==> config.mk <==
export PLATFORM = sky130hd
export DESIGN_NAME = load_store_unit
export DESIGN_NICKNAME = d
export VERILOG_FILES = /design/src/rtl/load_store_unit_pkg.sv /design/src/rtl/load_store_unit_mem_lane_align.sv /design/src/rtl/load_store_unit.sv
export SDC_FILE = /design/constraint.sdc
export NUM_CORES = 1
export LEC_CHECK = 0
export CAP_MARGIN = 20
export CORE_ASPECT_RATIO = 1.75
export CORE_UTILIZATION = 41
export CTS_CLUSTER_DIAMETER = 30
export DETAILED_ROUTE_END_ITERATION = 16
export GPL_TIMING_DRIVEN = 0
export PLACE_DENSITY_LB_ADDON = 0.1
export SYNTH_ARGS = -nofsm -noshare
export SYNTH_HDL_FRONTEND = slang
export SYNTH_HIERARCHICAL = 1
export SYNTH_SLANG_ARGS = --single-unit
==> constraint.sdc <==
create_clock -name clock -period 1.9 [get_ports clock]
set_input_delay 0.38 -clock clock [delete_from_list [all_inputs] [get_ports clock]]
set_output_delay 0.38 -clock clock [all_outputs]
set_load 0.01 [all_outputs]
==> src/rtl/load_store_unit_pkg.sv <==
// rtl/load_store_unit_pkg.sv - shared funct3 codes, FSM states and decode helpers
// Contents:
//   F3_*            RV32I load/store funct3 encodings
//   state_e         load_store_unit FSM states
//   DATA/TEXT_BASE  memory map bases (used by benches only)
//   f3_supported    funct3 legal for the given direction
//   f3_misaligned   address not naturally aligned for the access size
package load_store_unit_pkg;

  localparam logic [2:0] F3_B  = 3'b000;
  localparam logic [2:0] F3_H  = 3'b001;
  localparam logic [2:0] F3_W  = 3'b010;
  localparam logic [2:0] F3_BU = 3'b100;
  localparam logic [2:0] F3_HU = 3'b101;

  localparam logic [31:0] DATA_BASE = 32'h1001_0000;
  localparam logic [31:0] TEXT_BASE = 32'h0040_0000;

  typedef enum logic [2:0] {
    S_IDLE  = 3'd0,
    S_READ  = 3'd1,
    S_WRITE = 3'd2,
    S_DONE  = 3'd3,
    S_ERR   = 3'd4
  } state_e;

  // Unsigned variants exist only for loads.
  function automatic logic f3_supported(input logic store, input logic [2:0] f3);
    logic ok;
    case (f3)
      F3_B, F3_H, F3_W: ok = 1'b1;
      F3_BU, F3_HU:     ok = !store;
      default:          ok = 1'b0;
    endcase
    return ok;
  endfunction

  function automatic logic f3_misaligned(input logic [2:0] f3, input logic [1:0] addr_lo);
    logic mis;
    case (f3)
      F3_H, F3_HU: mis = addr_lo[0];
      F3_W:        mis = (addr_lo != 2'b00);
      default:     mis = 1'b0;
    endcase
    return mis;
  endfunction

endpackage

==> src/rtl/load_store_unit_mem_lane_align.sv <==
// rtl/load_store_unit_mem_lane_align.sv - little-endian lane extract and merge
// Ports:
//   word_i     memory word (captured read data)
//   data_i     store data (rs2)
//   addr_lo_i  byte offset within the word
//   funct3_i   RV32I funct3
//   load_o     extracted, sign/zero-extended load value
//   merge_o    word to write back: data_i for SW, else word_i with one lane replaced
module mem_lane_align
  import load_store_unit_pkg::*;
#(
  parameter int XLEN = 32
) (
  input  logic [XLEN-1:0] word_i,
  input  logic [XLEN-1:0] data_i,
  input  logic [1:0]      addr_lo_i,
  input  logic [2:0]      funct3_i,
  output logic [XLEN-1:0] load_o,
  output logic [XLEN-1:0] merge_o
);

  logic [7:0]      byte_v;
  logic [15:0]     half_v;
  logic [4:0]      byte_sh;
  logic [4:0]      half_sh;
  logic [XLEN-1:0] byte_mask;
  logic [XLEN-1:0] half_mask;

  assign byte_sh   = {addr_lo_i, 3'b000};
  assign half_sh   = {addr_lo_i[1], 4'b0000};
  assign byte_mask = XLEN'(8'hFF) << byte_sh;
  assign half_mask = XLEN'(16'hFFFF) << half_sh;
  assign half_v    = addr_lo_i[1] ? word_i[31:16] : word_i[15:0];

  always_comb begin
    byte_v = word_i[7:0];
    case (addr_lo_i)
      2'd1:    byte_v = word_i[15:8];
      2'd2:    byte_v = word_i[23:16];
      2'd3:    byte_v = word_i[31:24];
      default: byte_v = word_i[7:0];
    endcase
  end

  always_comb begin
    load_o = word_i;
    case (funct3_i)
      F3_B:    load_o = {{(XLEN-8){byte_v[7]}}, byte_v};
      F3_BU:   load_o = {{(XLEN-8){1'b0}}, byte_v};
      F3_H:    load_o = {{(XLEN-16){half_v[15]}}, half_v};
      F3_HU:   load_o = {{(XLEN-16){1'b0}}, half_v};
      default: load_o = word_i;
    endcase
  end

  always_comb begin
    merge_o = data_i;
    case (funct3_i)
      F3_B:    merge_o = (word_i & ~byte_mask) | ((XLEN'(data_i[7:0]) << byte_sh) & byte_mask);
      F3_H:    merge_o = (word_i & ~half_mask) | ((XLEN'(data_i[15:0]) << half_sh) & half_mask);
      default: merge_o = data_i;
    endcase
  end

endmodule

==> src/rtl/load_store_unit.sv <==
// rtl/load_store_unit.sv - RV32I load/store initiator for a word-wide memory without byte enables
// Ports:
//   clock, reset          clock, synchronous active-high reset
//   iReq..iWData          request (accepted in IDLE only)
//   oRData, oDone         load result, one-cycle completion pulse
//   oBusy, oMisaligned    not-IDLE, rejected-access flag (with oDone)
//   oMemAddress..iMemRData word-aligned memory port
module load_store_unit
  import load_store_unit_pkg::*;
#(
  parameter int XLEN    = 32,
  parameter int MEM_LAT = 0
) (
  input  logic            clock,
  input  logic            reset,
  input  logic            iReq,
  input  logic            iWrite,
  input  logic [2:0]      iFunct3,
  input  logic [XLEN-1:0] iAddress,
  input  logic [XLEN-1:0] iWData,
  output logic [XLEN-1:0] oRData,
  output logic            oDone,
  output logic            oBusy,
  output logic            oMisaligned,
  output logic [XLEN-1:0] oMemAddress,
  output logic [XLEN-1:0] oMemWData,
  output logic            oMemWrite,
  output logic            oMemRead,
  input  logic [XLEN-1:0] iMemRData
);

  localparam int WCW = (MEM_LAT > 0) ? $clog2(MEM_LAT + 1) : 1;

  state_e          state_q, state_d;
  logic            write_q, write_d;
  logic [2:0]      funct3_q, funct3_d;
  logic [XLEN-1:0] addr_q, addr_d;
  logic [XLEN-1:0] wdata_q, wdata_d;
  logic [XLEN-1:0] word_q, word_d;
  logic [WCW-1:0]  wait_q, wait_d;

  logic [XLEN-1:0] load_val;
  logic [XLEN-1:0] merge_val;

  mem_lane_align #(.XLEN(XLEN)) u_align (
    .word_i    (word_q),
    .data_i    (wdata_q),
    .addr_lo_i (addr_q[1:0]),
    .funct3_i  (funct3_q),
    .load_o    (load_val),
    .merge_o   (merge_val)
  );

  always_ff @(posedge clock) begin
    if (reset) begin
      state_q  <= S_IDLE;
      write_q  <= 1'b0;
      funct3_q <= 3'b000;
      addr_q   <= '0;
      wdata_q  <= '0;
      word_q   <= '0;
      wait_q   <= '0;
    end else begin
      state_q  <= state_d;
      write_q  <= write_d;
      funct3_q <= funct3_d;
      addr_q   <= addr_d;
      wdata_q  <= wdata_d;
      word_q   <= word_d;
      wait_q   <= wait_d;
    end
  end

  always_comb begin
    state_d  = state_q;
    write_d  = write_q;
    funct3_d = funct3_q;
    addr_d   = addr_q;
    wdata_d  = wdata_q;
    word_d   = word_q;
    wait_d   = wait_q;
    case (state_q)
      S_IDLE: begin
        if (iReq) begin
          write_d  = iWrite;
          funct3_d = iFunct3;
          addr_d   = iAddress;
          wdata_d  = iWData;
          wait_d   = '0;
          if (!f3_supported(iWrite, iFunct3) || f3_misaligned(iFunct3, iAddress[1:0]))
            state_d = S_ERR;
          else if (iWrite && (iFunct3 == F3_W))
            state_d = S_WRITE;
          else
            state_d = S_READ;
        end
      end
      S_READ: begin
        // Hold the read for 1+MEM_LAT cycles; sample data only on the last one.
        if (wait_q == WCW'(MEM_LAT)) begin
          word_d  = iMemRData;
          state_d = write_q ? S_WRITE : S_DONE;
        end else begin
          wait_d = wait_q + 1'b1;
        end
      end
      S_WRITE: state_d = S_DONE;
      S_DONE:  state_d = S_IDLE;
      S_ERR:   state_d = S_IDLE;
      default: state_d = S_IDLE;
    endcase
  end

  // Moore outputs; the write strobe is additionally masked by reset so an
  // aborted read-modify-write never commits on the reset edge.
  assign oBusy       = (state_q != S_IDLE);
  assign oDone       = (state_q == S_DONE) || (state_q == S_ERR);
  assign oMisaligned = (state_q == S_ERR);
  assign oMemRead    = (state_q == S_READ);
  assign oMemWrite   = (state_q == S_WRITE) && !reset;
  assign oMemAddress = ((state_q == S_READ) || (state_q == S_WRITE)) ?
                       {addr_q[XLEN-1:2], 2'b00} : '0;
  assign oMemWData   = (state_q == S_WRITE) ? merge_val : '0;
  assign oRData      = ((state_q == S_DONE) && !write_q) ? load_val : '0;

endmodule
# Word level (Yosys, flattened, before mapping)
# Index checks and enable logic that the tools add are counted.
dict set report op_classes {
  addsub 1
  n_eq_ne 16
  shifts 4
  mux 22
  bitwise_logic 9
  n_reduce_logical 23
}
# operator count
set op_table {}
lappend op_table {{$and A32 B32 Y32} 4}
lappend op_table {{$pmux W32 S4} 1}
lappend op_table {{$mux W32} 3}
lappend op_table {{$not A32 Y32} 2}
lappend op_table {{$or A32 B32 Y32} 2}
lappend op_table {{$pmux W32 S2} 1}
lappend op_table {{$shl A16 B5 Y32} 1}
lappend op_table {{$shl A16 B5 Y32 const A} 1}
lappend op_table {{$shl A8 B5 Y32} 1}
lappend op_table {{$shl A8 B5 Y32 const A} 1}
lappend op_table {{$pmux W8 S3} 1}
lappend op_table {{$mux W16} 1}
lappend op_table {{$eq A3 B3 Y1 const B} 5}
lappend op_table {{$eq A3 B1 Y1 const B} 3}
lappend op_table {{$eq A3 B2 Y1 const B} 3}
lappend op_table {{$logic_not A3 Y1} 3}
lappend op_table {{$mux W3} 3}
lappend op_table {{$pmux W3 S3} 1}
lappend op_table {{$reduce_and A2 Y1} 4}
lappend op_table {{$mux W1} 7}
lappend op_table {{$pmux W1 S2} 3}
lappend op_table {{$eq A2 B2 Y1 const B} 2}
lappend op_table {{$logic_not A1 Y1} 4}
lappend op_table {{$ne A2 B2 Y1 const B} 2}
lappend op_table {{10 further kinds} 16}
dict set report totals {
  regBits 104
  output_inout_bits 101
}

# Logic depth before layout (Yosys ltp)
dict set report logic_depth {
  depth_word 10
  mapped_depth 8
}

# Modules after synthesis
# The synthesis kept the hierarchy.
# mod n_inst cells_each area_per_inst_um2 seq_area_each_um2
set by_module_without_submodules {}
lappend by_module_without_submodules {load_store_unit 1 574 4362.9 2062.0}
lappend by_module_without_submodules {mem_lane_align 1 227 1448.9 0.0}

# Worst setup path before layout
# Ideal clock, no wire load.
dict set report synth_path {
  path_kind {register to output}
  start {register addr_q[1]}
  end {output oRData[31]}
  t_arrival_ns 1.496
  required_ns 1.520
  slack_ns 0.024
  path_stages_with_launch 7
  n_path_buf 1
  path_cell_list {dfxtp_1 mux2_2 nand3_2 o311ai_4 buf_6 a21o_1 and2_1}
}
dict set report synth_between {
  elab_chain_cells 4
  word_cells_on_any_way 7
  cone_classes {3 x eq/ne; 4 x mux}
}
# element line_no
set synth_rtl {}
lappend synth_rtl {{from (decl)} load_store_unit.sv:37} ;# logic [XLEN-1:0] addr_q, addr_d;
lappend synth_rtl {{from (signal assigned)} load_store_unit.sv:67} ;# addr_q <= addr_d;
lappend synth_rtl {{$eq A2 B2 Y1 or $eq A2 B1 Y1 (tied branches)} load_store_unit_mem_lane_align.sv:37} ;# case (addr_lo_i)
lappend synth_rtl {{$pmux W8 S3} load_store_unit_mem_lane_align.sv:37}
lappend synth_rtl {{$pmux W32 S4 (*)} load_store_unit_mem_lane_align.sv:47} ;# case (funct3_i)
lappend synth_rtl {{net load_val[31]} load_store_unit.sv:42} ;# logic [XLEN-1:0] load_val;
lappend synth_rtl {{$mux W32 (*)} load_store_unit.sv:124} ;# assign oRData = ((state_q == S_DONE) && !write_q) ? load_val : '0;
lappend synth_rtl {{to (decl)} load_store_unit.sv:21} ;# output logic [XLEN-1:0] oRData,
# The timed path passes the listed nets; every way through them passes the cells marked *.

# Worst setup path after layout
dict set report layout_path {
  start {register addr_q[0]}
  end {output oRData[8]}
}
dict set report layout_between {
  elab_chain_cells 4
  word_cells_on_any_way 6
  cone_classes {3 x eq/ne; 3 x mux}
}
# element line_no
set layout_rtl {}
lappend layout_rtl {{$eq A2 B2 Y1 or $eq A2 B1 Y1 (tied branches)} load_store_unit_mem_lane_align.sv:37}
lappend layout_rtl {{$pmux W8 S3 (*)} load_store_unit_mem_lane_align.sv:37}
lappend layout_rtl {{$pmux W32 S4 (*)} load_store_unit_mem_lane_align.sv:47}
lappend layout_rtl {{net load_val[8]} load_store_unit.sv:42}
lappend layout_rtl {{$mux W32 (*)} load_store_unit.sv:124}
# Marked as above.

==> metrics <==
largest net degree at the start of global routing=19; Post-synth EDFFs=0; Final Hold Viols=0; placed inst area=about 8000 um^2; GRT Util Overall=a little under a third; compound-cell area share of the yosys netlist=22.1%; CP Class=register to output port; Clock Tree Buf Depth=2; violated checks=negative setup slack; die width=around 92 um; fin crit period=2.41 ns; Ports=about 200; Worst-Margin Slew=0.654 ns; FF/Latch Area=roughly 2100 um^2; Synth async-reset ratio=0%; row cnt=57; Layout Nets=1190; post-synthesis register bit count=about 100; post-DR vias/cell=5.35; first-pass iteration count of the detailed router=12; R2R depth=6; Starting Density=42.0%; post-placement cell count=about 1200; post-synthesis instance total=approximately 800; WHS Endpoint=addr_q[6]; register area share after synthesis=35.5%; Hold Path Stages=2; adder-cell share of the synthesized area=0%; vias in the first global route=6831; Synth Area per Inst=slightly above 7 um^2; Detail Placement HPWL=15600 um; vias=6784; Final ANT Viol Nets=0; Power Total=6.09 mW; area leader, netlist=dfxtp_1; CP Capture Type=output port; status=complete, but fails checks; crit-path max FO=7; PortBufs=200; power per cell area=636 nW/um^2; worst hold path class=primary input to register; met2 usage=56.5%; worst vdd ir=409 uV; relative slew slack=56.4%; initial drt markers=480; Area Overhead vs Synth=64.8%; GRT overflow=0; later-pin clock latency in the skew report=between 0.3 and 0.4 ns; Root Driver=clkbuf_16; Layout fillers=1187; DIE HEIGHT=roughly 160 um; capture point of the worst reg-to-reg path=funct3_q[1]; Post-Syn Area=5810 um^2; GRT busiest layer=met2; part of the cycle the worst path needs=127%; Hold WS=0.412 ns; main combinational cell family by area after synthesis=simple AND/OR/NAND/NOR gates; TritonCTS Sinks=103; Simple-Gate Fraction of Synth Area=32.7%; max-cap violation count=0; first-pass GRT wire length=35700 um; xor and xnor area share after synthesis=0%; Leak=approximately 4.3 nW; RSZ-0062 raised after global routing=yes; synth top area cells=dfxtp_1 (35%), nand2_1 (16%), and2_1 (10%); RR Startpoint=state_q[0]; worst reg2reg setup slack=0.06 ns; fin. max-slew vios=0; met1 usage=31.3%; Finished Cell Area=9580 um^2; clk slew on worst S/H paths=0.07 ns; Num CTS Buffers=9; share of the synthesized area in the top cell type=35.5%; DRC=0; fin cells=between 1000 and 1500; mux cell area share after synthesis=under 10%; met3 Usage GRT=7.26%; Setup WS post-layout=-0.515 ns; final setup violation count=95; CP arrival=2.03 ns; area of the multi-input gates=3860 um^2; Avg WL per Cell=roughly 18 um; DIE AREA=14700 um^2; routability cong.=0.956; Post-Route WL=between 20000 and 25000 um; crit start category=register; top cells by count, synth=nand2_1 (255), a21oi_1 (109), dfxtp_1 (103), and2_1 (97), clkbuf_1 (41); count leader, synth=nand2_1; initial antenna violation count=0; Unique masters post-synth=55; top_reg_cell synth=dfxtp_1; fraction of layout cells with a size suffix above 1=34.5%; Setup Skew=a little over 0.008 ns; Hold Startpoint=reset; Diodes inserted=0; fmax=414 MHz; CTS HTree Levels=3; Critical Path RT=1.52 ns; Setup TNS=-31.94 ns; Synth warnings=6; core area=around 14000 um^2; TritonCTS clock tree=yes
per-stage QoR:
| stage | setup WS [ns] | utilization, % |
|---|---|---|
| detailed placement | -0.865 | 58.1 |
| CTS | -0.550 | 67.0 |
| finish | -0.515 | 69.2 |
| global route | -0.562 | 69.2 |
| global placement | -0.840 | 58.1 |
| floorplan | 0.0235 | - |
timing repair:
item / in CTS / in global routing
hold buffers: 0 / 0
gates resized for setup: 609 / 83
pin swaps: 60 / 45
endpoints found under the setup margin: 121 / 157
cloned: 7 / 0
setup buffers: 59 / 20
where the power goes:
group	leakage, nW	internal [mW]	total, mW	switching, mW
clock	0.153	1.08	1.98	0.898
combinational	3.27	0.864	1.64	0.777
sequential	0.848	2.30	2.47	0.172
how the worst max path moves through the flow:
stage                 from       endpoint  slack [ns]  cells past startpoint
2_1_floorplan    addr_q[1]     oRData[31]        0.02                      6
3_3_place_gp    state_q[1]  oMemWData[12]       -0.84                      5
3_5_place_dp    state_q[1]  oMemWData[12]       -0.86                      5
4_1_cts          addr_q[0]     oRData[31]       -0.55                      8
5_1_grt        funct3_q[1]     oRData[15]       -0.56                      9
6_report         addr_q[0]      oRData[8]       -0.51                      7
worst max-delay path, stage by stage, from the launching register on:
cell and delay [ns]:
dfxtp_4 0.41, mux2_4 0.34, mux2i_4 0.20, nor3_4 0.07, buf_6 0.12, a221o_1 0.26, and2_1 0.14, buf_2 0.14
cell families (layout without fill, tap and decap cells):
family          Yosys count  after routing
flops                   103            103
mux                      12             12
compound gates          203            203
simple gates            402            402
buf+inv                  80            370
other cells               1              2
metal layers:
| layer | vias to the layer above | routed length (um) |
|---|---|---|
| met4 | 0 | 1750 |
| li1 | 3250 | - |
| met2 | 346 | 11800 |
| met5 | - | 0 |
| met1 | 3066 | 7720 |
| met3 | 122 | 1740 |
cells in the final DEF (no fill, tap or decap), drive strengths merged, types with 2 or more instances in the layout:
cell / count
nor2b: 7
nor3: 3
a222oi: 8
nand2: 255
conb: 2
clkinv: 2
a31oi: 8
a21o: 18
or3: 2
clkbuf: 47
o221ai: 3
nor2: 13
a21oi: 109
a221o: 8
o21ai: 17
nor3b: 2
o21bai: 2
nor4: 2
a221oi: 6
clkdlybuf4s50: 101
o22ai: 2
and2: 97
o21a: 8
inv: 15
nand2b: 9
nand3: 3
dfxtp: 103
mux2: 11
buf: 201
a22oi: 8
cell type report:
cell class / count / area share (%)
well taps: 177 / 2.31
flip-flops and latches: 103 / 21.8
plain buffers: 61 / 4.68
multi-input cells: 619 / 40.3
inverters: 13 / 0.614
clock buffers: 10 / 2.50
repair buffers: 280 / 27.0
clock inverters: 6 / 0.810
flip-flops by register name, indices dropped and copies added (netlist names):
register  flops
state_q       3
write_q       1
addr_q       32
word_q       32
funct3_q      3
wdata_q      32
Note: power is estimated with default switching activity, not from simulation.
